<file path="config.mk">
export PLATFORM = sky130hd
export DESIGN_NAME = rvvi_flow_ctrl
export DESIGN_NICKNAME = d
export VERILOG_FILES = /design/src/rtl/rvvi_flow_ctrl_pkg.sv /design/src/rtl/rvvi_gap_timer.sv /design/src/rtl/rvvi_flow_ctrl.sv
export SDC_FILE = /design/constraint.sdc
export NUM_CORES = 1
export LEC_CHECK = 0
export CORE_AREA = 4 4 185 187
export CTS_BUF_LIST = sky130_fd_sc_hd__clkbuf_2
export DETAILED_ROUTE_END_ITERATION = 10
export DIE_AREA = 0 0 189 191
export PLACE_DENSITY = 0.82
export SLEW_MARGIN = 20
export SYNTH_ARGS = -nofsm -noshare
export SYNTH_HDL_FRONTEND = slang
export SYNTH_SLANG_ARGS = --single-unit
</file>
<file path="constraint.sdc">
create_clock -name clk -period 6.7 [get_ports clk]
set_input_delay 1.34 -clock clk [delete_from_list [all_inputs] [get_ports clk]]
set_output_delay 1.34 -clock clk [all_outputs]
set_load 0.01 [all_outputs]
</file>
<file path="src/rtl/rvvi_flow_ctrl_pkg.sv">
// Shared types and constants for the RVVI trace-link flow controller.
// The delay width is shared with the inverse packetizer's delay field.
package rvvi_flow_ctrl_pkg;

  typedef struct packed {
    int unsigned XLEN;
  } cvw_t;

  localparam cvw_t CVW_DEFAULT = '{XLEN: 32'd64};

  localparam int RVVI_DELAYW = 16;

  typedef enum logic [1:0] {
    IDLE    = 2'd0,
    SENDING = 2'd1,
    GAP     = 2'd2
  } rvvi_fc_state_t;

endpackage

</file>
<file path="src/rtl/rvvi_gap_timer.sv">
// Loadable down-counter timing the inter-frame gap; done marks its final cycle.
module rvvi_gap_timer #(
  parameter int W = 16
) (
  input  logic         clk,
  input  logic         reset,
  input  logic         load_i,
  input  logic [W-1:0] load_val_i,
  output logic         done_o
);

  logic [W-1:0] cnt_q;

  // NOTE: state registers use non-blocking assignment so every flop samples pre-edge values.
  always_ff @(posedge clk) begin
    if (reset) begin
      cnt_q <= '0;
    end else if (load_i) begin
      cnt_q <= load_val_i;
    end else if (cnt_q != '0) begin
      cnt_q <= cnt_q - W'(1);
    end
  end

  assign done_o = (cnt_q == W'(1));

endmodule

</file>
<file path="src/rtl/rvvi_flow_ctrl.sv">
// Transmit-side flow controller for the RVVI Ethernet trace link: credit window,
// programmable inter-frame gap, host-stall timeout and bad-ack detection.
module rvvi_flow_ctrl
  import rvvi_flow_ctrl_pkg::*;
#(
  parameter cvw_t P             = CVW_DEFAULT,
  parameter int   WINDOW        = 16,
  parameter int   DELAYW        = RVVI_DELAYW,
  parameter int   DEFAULT_DELAY = 0,
  parameter int   TIMEOUT_CYC   = 2**20
) (
  input  logic              clk,
  input  logic              reset,
  input  logic              AckValid,
  input  logic [P.XLEN-1:0] AckMinstret,
  input  logic [DELAYW-1:0] AckDelay,
  input  logic              TxStart,
  input  logic [P.XLEN-1:0] TxMinstret,
  input  logic              TxDone,
  output logic              TxAllow,
  output logic [P.XLEN-1:0] Outstanding,
  output logic              Timeout,
  output logic              AckError
);

  localparam int XLEN = P.XLEN;
  localparam int TOW  = $clog2(TIMEOUT_CYC + 1);

  rvvi_fc_state_t    state_q;
  logic [XLEN-1:0]   sent_q, acked_q;
  logic [DELAYW-1:0] delay_q;
  logic [TOW-1:0]    to_cnt_q, to_cnt_d;
  logic              timeout_q, ack_err_q;

  logic [XLEN-1:0]   outstanding, d_ack;
  logic              tx_allow, tx_accept, ack_ok, ack_bad;
  logic              gap_load, gap_done;

  // Distances are taken from Acked so the window test survives minstret wrap-around.
  assign outstanding = sent_q - acked_q;
  assign d_ack       = AckMinstret - acked_q;
  assign ack_ok      = AckValid && (d_ack <= outstanding);
  assign ack_bad     = AckValid && (d_ack > outstanding);

  assign tx_allow  = (state_q == IDLE) && (outstanding < XLEN'(WINDOW));
  assign tx_accept = TxStart && tx_allow;
  assign gap_load  = (state_q == SENDING) && TxDone && (delay_q != '0);

  rvvi_gap_timer #(.W(DELAYW)) u_gap_timer (
    .clk        (clk),
    .reset      (reset),
    .load_i     (gap_load),
    .load_val_i (delay_q),
    .done_o     (gap_done)
  );

  // NOTE: every signal assigned in always_comb gets a default first, so no latch is inferred.
  always_comb begin
    to_cnt_d = to_cnt_q;
    if (ack_ok || (outstanding == '0)) begin
      to_cnt_d = '0;
    end else if (to_cnt_q != TOW'(TIMEOUT_CYC)) begin
      to_cnt_d = to_cnt_q + TOW'(1);
    end
  end

  always_ff @(posedge clk) begin
    if (reset) begin
      state_q   <= IDLE;
      sent_q    <= '0;
      acked_q   <= '0;
      delay_q   <= DELAYW'(DEFAULT_DELAY);
      to_cnt_q  <= '0;
      timeout_q <= 1'b0;
      ack_err_q <= 1'b0;
    end else begin
      if (tx_accept) sent_q <= TxMinstret;

      if (ack_ok) begin
        acked_q <= AckMinstret;
        delay_q <= AckDelay;
      end
      if (ack_bad) ack_err_q <= 1'b1;

      to_cnt_q <= to_cnt_d;
      if (ack_ok) begin
        timeout_q <= 1'b0;
      end else if (to_cnt_d == TOW'(TIMEOUT_CYC)) begin
        timeout_q <= 1'b1;
      end

      unique case (state_q)
        IDLE:    if (tx_accept) state_q <= SENDING;
        SENDING: if (TxDone) state_q <= (delay_q == '0) ? IDLE : GAP;
        GAP:     if (gap_done) state_q <= IDLE;
        default: state_q <= IDLE;
      endcase
    end
  end

  assign TxAllow     = tx_allow;
  assign Outstanding = outstanding;
  assign Timeout     = timeout_q;
  assign AckError    = ack_err_q;

endmodule

</file>
After elaboration in Yosys (flattened, before gate mapping)
Cells that the tools add are included.

storage, ports and cells
  output and inout port bits = 67
  word-level logic and storage cells = 47
  register bits = 185

cells by class
  eq/ne operators = 8
  muxes and demuxes = 9
  $add $sub $neg = 4
  magnitude comparators = 3
  reductions and logical operators = 15

operators with widths
  operator                                                      count
  subtractor 64 bit                                             2
  > comparator 64 bit                                           1
  less-or-equal comparator 64 bit                               1
  logical NOT 64 bit                                            1
  less-than comparator 64 x 5 -> 1 bit (second input constant)  1
  two-way mux 21 bit                                            2
  two-way mux 16 bit                                            2
  nonzero test 16 bit                                           2
  adder 21 x 1 -> 21 bit (second input constant)                1
  equality test 21 bit (second input constant)                  1
  != test 21 bit (second input constant)                        1
  equality test 16 x 1 -> 1 bit (second input constant)         1
  logical NOT 16 bit                                            1
  subtractor 16 x 1 -> 16 bit (second input constant)           1
  two-way mux 2 bit                                             4
  logical AND 1 bit                                             6
  != test 2 bit (second input constant)                         3
  one-hot mux 2 bit (3 select lines)                            1
  AND reduction 3 bit                                           1
  equality test 2 x 1 -> 1 bit (second input constant)          1
  equality test 2 bit (second input constant)                   1
  logical NOT 2 bit                                             1
  nonzero test 2 bit                                            1
  OR reduction 2 bit                                            1
  logical OR 1 bit                                              1

Logic depth before layout (Yosys ltp)
Gate-level depths: netlist (run 1).

  word-level depth = 6
  gate-level depth with buffers = 30

Hierarchy
Synthesis (run 1) repeated with hierarchy kept, for this count alone.

unflattened totals
  cell total of the unflattened synthesis = 2134
  area total of the unflattened synthesis = 16633.5 µm²

modules (own cells, without submodules)
  module          times used  seq. area each (µm²)  cells an instance  area each (µm²)
  rvvi_flow_ctrl  1           3383.2                2019               15687.5
  rvvi_gap_timer  1           320.3                 115                945.9

Least setup slack after synthesis (run 1)
Ideal clock, no wire load.

  path kind = input port to flip-flop
  start point = in AckMinstret[2]
  end point = reg acked_q[10]
  buffers on the path = 3
  arrival time = 6369 ps
  slack = 204 ps
  stages = 27
  required time = 6572 ps
  path through = ha_1 > o21a_1 > o31a_1 > o31a_1 > o21ai_0 > a31oi_1 > o2111ai_1 > nor4b_1 > o211ai_1 > a31oi_1 > o2111ai_1 > a311oi_1 > xnor2_1 > ha_1 > nand4_1 > nor4_1 > nand3_1 > nor2_1 > a21oi_1 > a21oi_1 > or4_1 > and3_1 > clkbuf_1 > buf_2 > buf_2 > mux2i_1 > nor2_1

on the way
  longest elaborated chain between the ends = 3

ends and longest elaborated chain
  what                             RTL line              RTL
  start, declared                  rvvi_flow_ctrl.sv:15  input logic [P.XLEN-1:0] AckMinstret,
  subtractor 64 bit                rvvi_flow_ctrl.sv:41  assign d_ack = AckMinstret - acked_q;
  less-or-equal comparator 64 bit  rvvi_flow_ctrl.sv:42  assign ack_ok = AckValid && (d_ack <= outstanding);
  logical AND 1 bit                rvvi_flow_ctrl.sv:42
  end signal, assigned             rvvi_flow_ctrl.sv:80  acked_q <= AckMinstret;
  end, declared                    rvvi_flow_ctrl.sv:30  logic [XLEN-1:0] sent_q, acked_q;

Every way passes these cells.
A chain may end at the register's enable or synchronous reset.

Final worst setup path (run 1)
  start point = in AckMinstret[2]
  end point = reg to_cnt_q[3]

on the way
  longest elaborated chain between the ends = 5

ends and longest elaborated chain
  what                             RTL line              RTL
  subtractor 64 bit                rvvi_flow_ctrl.sv:41
  less-or-equal comparator 64 bit  rvvi_flow_ctrl.sv:42
  logical AND 1 bit                rvvi_flow_ctrl.sv:42
  logical OR 1 bit                 rvvi_flow_ctrl.sv:60  if (ack_ok || (outstanding == '0)) begin
  two-way mux 21 bit               rvvi_flow_ctrl.sv:60
  end signal, assigned             rvvi_flow_ctrl.sv:85  to_cnt_q <= to_cnt_d;
  end, declared                    rvvi_flow_ctrl.sv:32  logic [TOW-1:0] to_cnt_q, to_cnt_d;

Every way passes these cells.

==> results.ini, run 1 <==
[synth]
synth_edf_count = 0
synth-seq-cells = 185
ys.flop_type = dfxtp_1
synth_cell_types = 78
syn_area_mm2 = 0.0172
syn_inst = 2245
yosysWarningCount = 0
synth_top_area_share_pct = 21.6
syn_nets = 2589
synth_top_cell_by_area = dfxtp_1
postSynthAreaPerCell_um2 = 7.65
yosysMostFrequentCell = a21oi_1
synth.top_cells.by_count = a21oi_1, ha_1, nor2_1
seq_area_frac_synth_pct = 21.6
yosys-top-cells-area = dfxtp_1, ha_1, a21oi_1
async_flop_share_pct = 0

[route]
drt_iter0_markers = 1651
num_vias = 18300
avgViaCountPerCell = 6.15
drt-total-wl_mm = 58.4
first_pass_iters = 5
ant_nets = 0
wl_per_cell_um = 19.6
remaining_drc_errors = 0

[worst_setup_path]
crit_arrival_ps = 7420
critPathLaunch = AckMinstret[2]
end_kind = register
worstSetupPathType = input pin to register
r2r_slack_ps = 530
r2r_end = to_cnt_q[3]$_SDFF_PP0_
r2r_start = acked_q[2]$_SDFFE_PP0P_
cp-start-kind = input pin
reg2reg_depth = 28
critPathMaxFanout = 16
critical_path_required_ps = 7540
endpoint = to_cnt_q[3]$_SDFF_PP0_

[floorplanning]
die_width_um = 189
die_height_um = 191
io_pins = 216
rows = 66
dieArea_mm2 = 0.0361
initial_core_util_pct = 52.9
core_area_mm2 = 0.0325

[clock_network]
cts_root_buf = clkbuf_2
cts_buffers = 17
cts-htree-levels = 4
insertion_delay_ps = 930
clk_pin_slew_ps = 300
numClockSinks = 185
clock_path_buffers = 2
cts_tree = done

[placement]
dp_cells = 2929
io_buffers = 215
dp.final_hpwl_mm = 45.0
place_congestion = 1.01
placed_area_mm2 = 0.0205

[global_route]
grt_pass1_vias = 17200
grt_max_degree = 94
grt_overflow = 0
grt_usage_pct = 30.2
grt_pass1_wl_mm = 88.8
antenna_found_initial = 4

[pwr]
p_clk_share_pct = 15.0
p_int_uw = 2510
vdd_drop_max_mv = 0.119
power_frac_seq_pct = 28.6
p_comb_share_pct = 56.4
power_leakage_uw = 0.00921
swShare_pct = 43.1
p_per_area_mw_per_mm2 = 209
power.switching_uw = 1900

[job]
cap_viol_max_count = 0

[worst_hold_path]
min_path_type = register to register
whs_path_depth = 2

[timing]
finalSetupViolCount = 0
report.final.slew_viol_count = 0
worst_pin_slew_ps = 1020
min_period_ps = 6580
hold_viol = 0
holdWs_ps = 492
fin_skew_ps = 66.3
clock.fmax_ghz = 0.152
fin_crit_sh_pct = 98.2
max_slew_margin_pct = 31.3
rsz0062_at_grt = yes

[finish]
drive_gt1_share_pct = 10.2
multiInputGateArea_mm2 = 0.0125
synthToLayoutAreaGrowth_pct = 23.3
fill_cells = 2807
nets = 2865
fin_util_pct = 65.2
finalInstanceArea_mm2 = 0.0212
finalNonFillerCells = 2980
final-seq-area_mm2 = 0.00371

[run_status]
outcome = complete, no violations

[cell usage in the layout, fill, tap and decap left out, drive strengths merged, types with 60 or more instances in the layout]
| cell | Yosys | routed |
|---|---|---|
| dfxtp | 185 | 185 |
| buf | 30 | 162 |
| a21o | 60 | 60 |
| nor2 | 190 | 190 |
| ha | 193 | 193 |
| o31ai | 70 | 70 |
| a21oi | 246 | 246 |
| clkdlybuf4s50 | 0 | 213 |
| nand4 | 116 | 116 |
| nand2 | 141 | 141 |
| o21ai | 101 | 101 |
| mux2i | 85 | 85 |
| xnor2 | 93 | 93 |
| inv | 164 | 169 |
[area by class of cell]
type	count	area share, %
Multi-Input combinational cell	1774	59.0
Sequential cell	185	17.5
Timing Repair Buffer	378	16.5
Inverter	165	2.93
Tap cell	442	2.61
Clock inverter	15	0.952
Clock buffer	17	0.402
Antenna cell	4	0.0473
[worst max-delay path: stages]
cell,delay (ps)
clkdlybuf4s50_1,450
ha_1,340
buf_4,150
nor2b_2,160
o31a_1,270
o211ai_1,310
a21o_1,300
nand4b_1,130
buf_4,180
buf_4,140
a31o_2,230
a21oi_2,150
o21bai_1,80
a21oi_1,200
xnor2_1,100
ha_1,280
nand4_1,80
or3_1,410
o211ai_1,190
buf_4,160
nor2_1,40
and2_1,140
a21boi_0,120
or4_4,570
and3_4,270
buf_16,190
buf_4,170
nor4_1,260
[routing by layer]
| metal | routed length, um | global-route usage, % | up-vias |
|---|---|---|---|
| met5 | 0 | 0 | - |
| met4 | 1970 | 11.1 | 0 |
| met3 | 4810 | 4.13 | 123 |
| met2 | 26000 | 48.5 | 808 |
| met1 | 25600 | 41.6 | 8627 |
| li1 | - | - | 8777 |
[state kept, by name (all words and copies together), names as in the netlist]
register,count
AckError,1
Timeout,1
acked_q,64
delay_q,16
sent_q,64
state_q,2
to_cnt_q,21
u_gap_timer.cnt_q,16
[stage by stage]
stage	power, uW	setup TNS (ps)	setup WS [ps]
floorplan	2770	0	204
global placement	3570	-68320	-706
detailed placement	3630	-90240	-992
CTS	4310	0	11.2
global route	4700	-93.9	-85.5
finish	4410	0	122
[what timing repair did]
action | CTS | global route
buffers inserted | 2 | 8
endpoints found under the setup margin | 2 | 102
pin swaps | 5 | 9
gates resized for setup | 16 | 34
hold endpoints to repair | 0 | 0
hold buffers | 0 | 0
gates cloned | 0 | 5
[kinds of logic (layout without fill, tap and decap cells)]
family / after synthesis / count (layout) / synth area share, %
AND/OR/NAND/NOR: 685 / 686 / 20.3
AO/OA/AOI/OAI: 657 / 657 / 24.1
buffers and inverters: 287 / 575 / 6.91
adder cells (fa/ha/maj): 195 / 195 / 14.3
flip-flops: 185 / 185 / 21.6
XOR/XNOR: 151 / 151 / 7.78
multiplexers: 85 / 85 / 4.96
other: 0 / 4 / 0
[worst min path at each step]
| stage | from | to | slack, ps |
|---|---|---|---|
| after global placement | sent_q[0]$_SDFFE_PP0P_ | sent_q[0]$_SDFFE_PP0P_ | 450 |
| after floorplan | sent_q[0]$_SDFFE_PP0P_ | sent_q[0]$_SDFFE_PP0P_ | 440 |
| after global routing | sent_q[0]$_SDFFE_PP0P_ | sent_q[0]$_SDFFE_PP0P_ | 510 |
| after detailed placement | sent_q[62]$_SDFFE_PP0P_ | sent_q[62]$_SDFFE_PP0P_ | 460 |
| after CTS | sent_q[0]$_SDFFE_PP0P_ | sent_q[0]$_SDFFE_PP0P_ | 490 |
| final | sent_q[62]$_SDFFE_PP0P_ | sent_q[62]$_SDFFE_PP0P_ | 490 |
[power groups by stage]
stage               clock network, uW  logic [uW]  registers, uW
floorplan                           0        1510           1260
global placement                    0        2300           1270
detailed placement                  0        2360           1280
CTS                               671        2380           1260
global route                      716        2710           1270
finish                            663        2490           1260
No activity file was read; power rests on OpenSTA's default activity.
==> inputs of run 2 (changes only) <==
--- a/config.mk
+++ b/config.mk
@@ -5,6 +5,7 @@
 export SDC_FILE = /design/constraint.sdc
 export NUM_CORES = 1
 export LEC_CHECK = 0
+export ABC_CLOCK_PERIOD_IN_PS = 6700
 export CORE_AREA = 4 4 185 187
 export CTS_BUF_LIST = sky130_fd_sc_hd__clkbuf_2
 export DETAILED_ROUTE_END_ITERATION = 10
==> results of run 2 <==
Final layout, timing and power as in run 1 (identical DEF).
==> inputs of run 3 (changes only) <==
--- a/config.mk
+++ b/config.mk
@@ -5,12 +5,12 @@
 export SDC_FILE = /design/constraint.sdc
 export NUM_CORES = 1
 export LEC_CHECK = 0
-export ABC_CLOCK_PERIOD_IN_PS = 6700
-export CORE_AREA = 4 4 185 187
+export ABC_CLOCK_PERIOD_IN_PS = 6900
+export CORE_AREA = 4 4 184 186
 export CTS_BUF_LIST = sky130_fd_sc_hd__clkbuf_2
 export DETAILED_ROUTE_END_ITERATION = 10
-export DIE_AREA = 0 0 189 191
-export PLACE_DENSITY = 0.82
+export DIE_AREA = 0 0 188 190
+export PLACE_DENSITY = 0.8
 export SLEW_MARGIN = 20
 export SYNTH_ARGS = -nofsm -noshare
 export SYNTH_HDL_FRONTEND = slang
==> constraint.sdc (replaced) <==
create_clock -name clk -period 6.9 [get_ports clk]
set_input_delay 1.38 -clock clk [delete_from_list [all_inputs] [get_ports clk]]
set_output_delay 1.38 -clock clk [all_outputs]
set_load 0.01 [all_outputs]
==> results.ini, run 3 (synthesized netlist as in run 1, its figures left out) <==
[placement]
place_congestion = 0.999
dp_cells = 2912
io_buffers = 215
dp.final_hpwl_mm = 44.6

[floorplanning]
dieArea_mm2 = 0.0357
initial_core_util_pct = 53.2
io_pins = 216
core_area_mm2 = 0.0323
die_width_um = 188
rows = 66
die_height_um = 190

[route]
drt_iter0_markers = 1388
num_vias = 18100
ant_nets = 0
wl_per_cell_um = 19.3
avgViaCountPerCell = 6.11
first_pass_iters = 8
remaining_drc_errors = 0
drt-total-wl_mm = 57.1

[finish]
final_cell_mix = a21oi_1, clkdlybuf4s50_1, ha_1, nor2_1, dfxtp_1
top_regs = acked_q: 64 flops, sent_q: 64 flops, to_cnt_q: 21 flops
drive_gt1_share_pct = 8.98
fin_util_pct = 64.7
nets = 2847
layout_commonest_cell = a21oi_1
synthToLayoutAreaGrowth_pct = 21.6
fill_cells = 2848
finalNonFillerCells = 2962

[worst_setup_path]
cp_slowest_stage_delay_ps = 620
cp-start-kind = input pin
crit_buf_inv = 7
critPathMaxFanout = 17
worstSetupPathType = input pin to register
r2r_start = sent_q[0]$_SDFFE_PP0P_
reg2reg_depth = 27
critical-path-slowest-cell = or4_1
critical_path_required_ps = 7750
crit_arrival_ps = 7580
r2r_slack_ps = 540
crit_family = simple AND/OR/NAND/NOR gates
end_kind = register
crit_top_cell = buf_4
r2r_end = to_cnt_q[8]$_SDFF_PP0_

[pwr]
p_per_area_mw_per_mm2 = 201
power_leakage_uw = 0.00909
vdd_drop_max_mv = 0.126
total_power_uw = 4200

[run_status]
outcome = complete, no violations

[job]
cap_viol_max_count = 0

[timing]
finalSetupViolCount = 0
report.final.slew_viol_count = 0
setup_tns_ps = 0
max_slew_margin_pct = 35.7
clock.fmax_ghz = 0.149
worst_pin_slew_ps = 952
min_period_ps = 6730
fin_skew_ps = 69.8
hold_viol = 0
fin_crit_sh_pct = 97.5
rsz0062_at_grt = yes

[clock_network]
numClockSinks = 185
clock_path_buffers = 2
cts_buffers = 17
cts_tree = done
cts-htree-levels = 4
hold_buffers = 0
clk_pin_slew_ps = 340
cts_root_buf = clkbuf_2
insertion_delay_ps = 960

[worst_hold_path]
min-delay-start = delay_q[3]$_SDFFE_PP0P_
whs_path_depth = 2
min_path_type = register to register
hold_end = u_gap_timer.cnt_q[3]$_SDFFE_PP0P_

[global_route]
grt_pass1_vias = 17200
antenna_found_initial = 4
grt_pass1_wl_mm = 88.4
grt_max_degree = 91
grt_usage_pct = 30.2
grt_overflow = 0

run 3: per-stage QoR:
step / worst slack, ps / hold slack [ps] / cell area [um2]
2_1_floorplan: 364 / 444 / 17200
3_3_place_gp: -641 / 455 / 20300
3_5_place_dp: -867 / 460 / 20300
4_1_cts: 21.6 / 469 / 20600
5_1_grt: -79.9 / 509 / 20900
6_report: 175 / 487 / 20900
run 3: worst max path at each step:
stage,start,endpoint,slack [ps],cells past startpoint
final,AckMinstret[2],to_cnt_q[8]$_SDFF_PP0_,170,28
after global routing,sent_q[0]$_SDFFE_PP0P_,TxAllow,-80,17
after CTS,sent_q[0]$_SDFFE_PP0P_,TxAllow,20,17
after detailed placement,AckMinstret[1],acked_q[12]$_SDFFE_PP0P_,-870,29
after global placement,AckMinstret[1],acked_q[1]$_SDFFE_PP0P_,-640,29
after floorplan,AckMinstret[2],acked_q[10]$_SDFFE_PP0P_,360,27
run 3: tightest hold or removal path: cells and delay by family (launching register included):
kind               cells  cell delay (ps)
DFF                    1              410
AOI/OAI and AO/OA      1               50
and+or+nand+nor        1               70
run 3: layer usage:
metal | GRT usage [%] | part of all wire [%] | wire length, um
met2 | 49.3 | 45 | 25800
met5 | 0 | 0 | 0
met4 | 10.9 | 3.5 | 1990
met3 | 4.18 | 6.9 | 3960
met1 | 40.8 | 44 | 25400
run 3: cell type report:
cell class / instances / area, um2 / area share, %
sequential: 185 / 3710 / 17.8
clock buffer: 18 / 90.1 / 0.431
tap: 442 / 553 / 2.65
inverter: 165 / 619 / 2.97
antenna: 4 / 10.0 / 0.0479
clock inverter: 14 / 174 / 0.833
multi-input combinational: 1774 / 12400 / 59.4
timing repair buffer: 360 / 3330 / 15.9
run 3: what timing repair did:
action                                  CTS  global route
gates resized for setup                  12            19
pin swaps                                 4            18
buffers inserted                          1             9
cloned                                    0             4
endpoints found under the setup margin    1           102
run 3: power by group:
group	leakage, uW	switching [uW]	internal [uW]
clock	0.000152	476	127
sequential	0.00151	63.8	1160
combinational	0.00742	1280	1090
total	0.00909	1820	2380
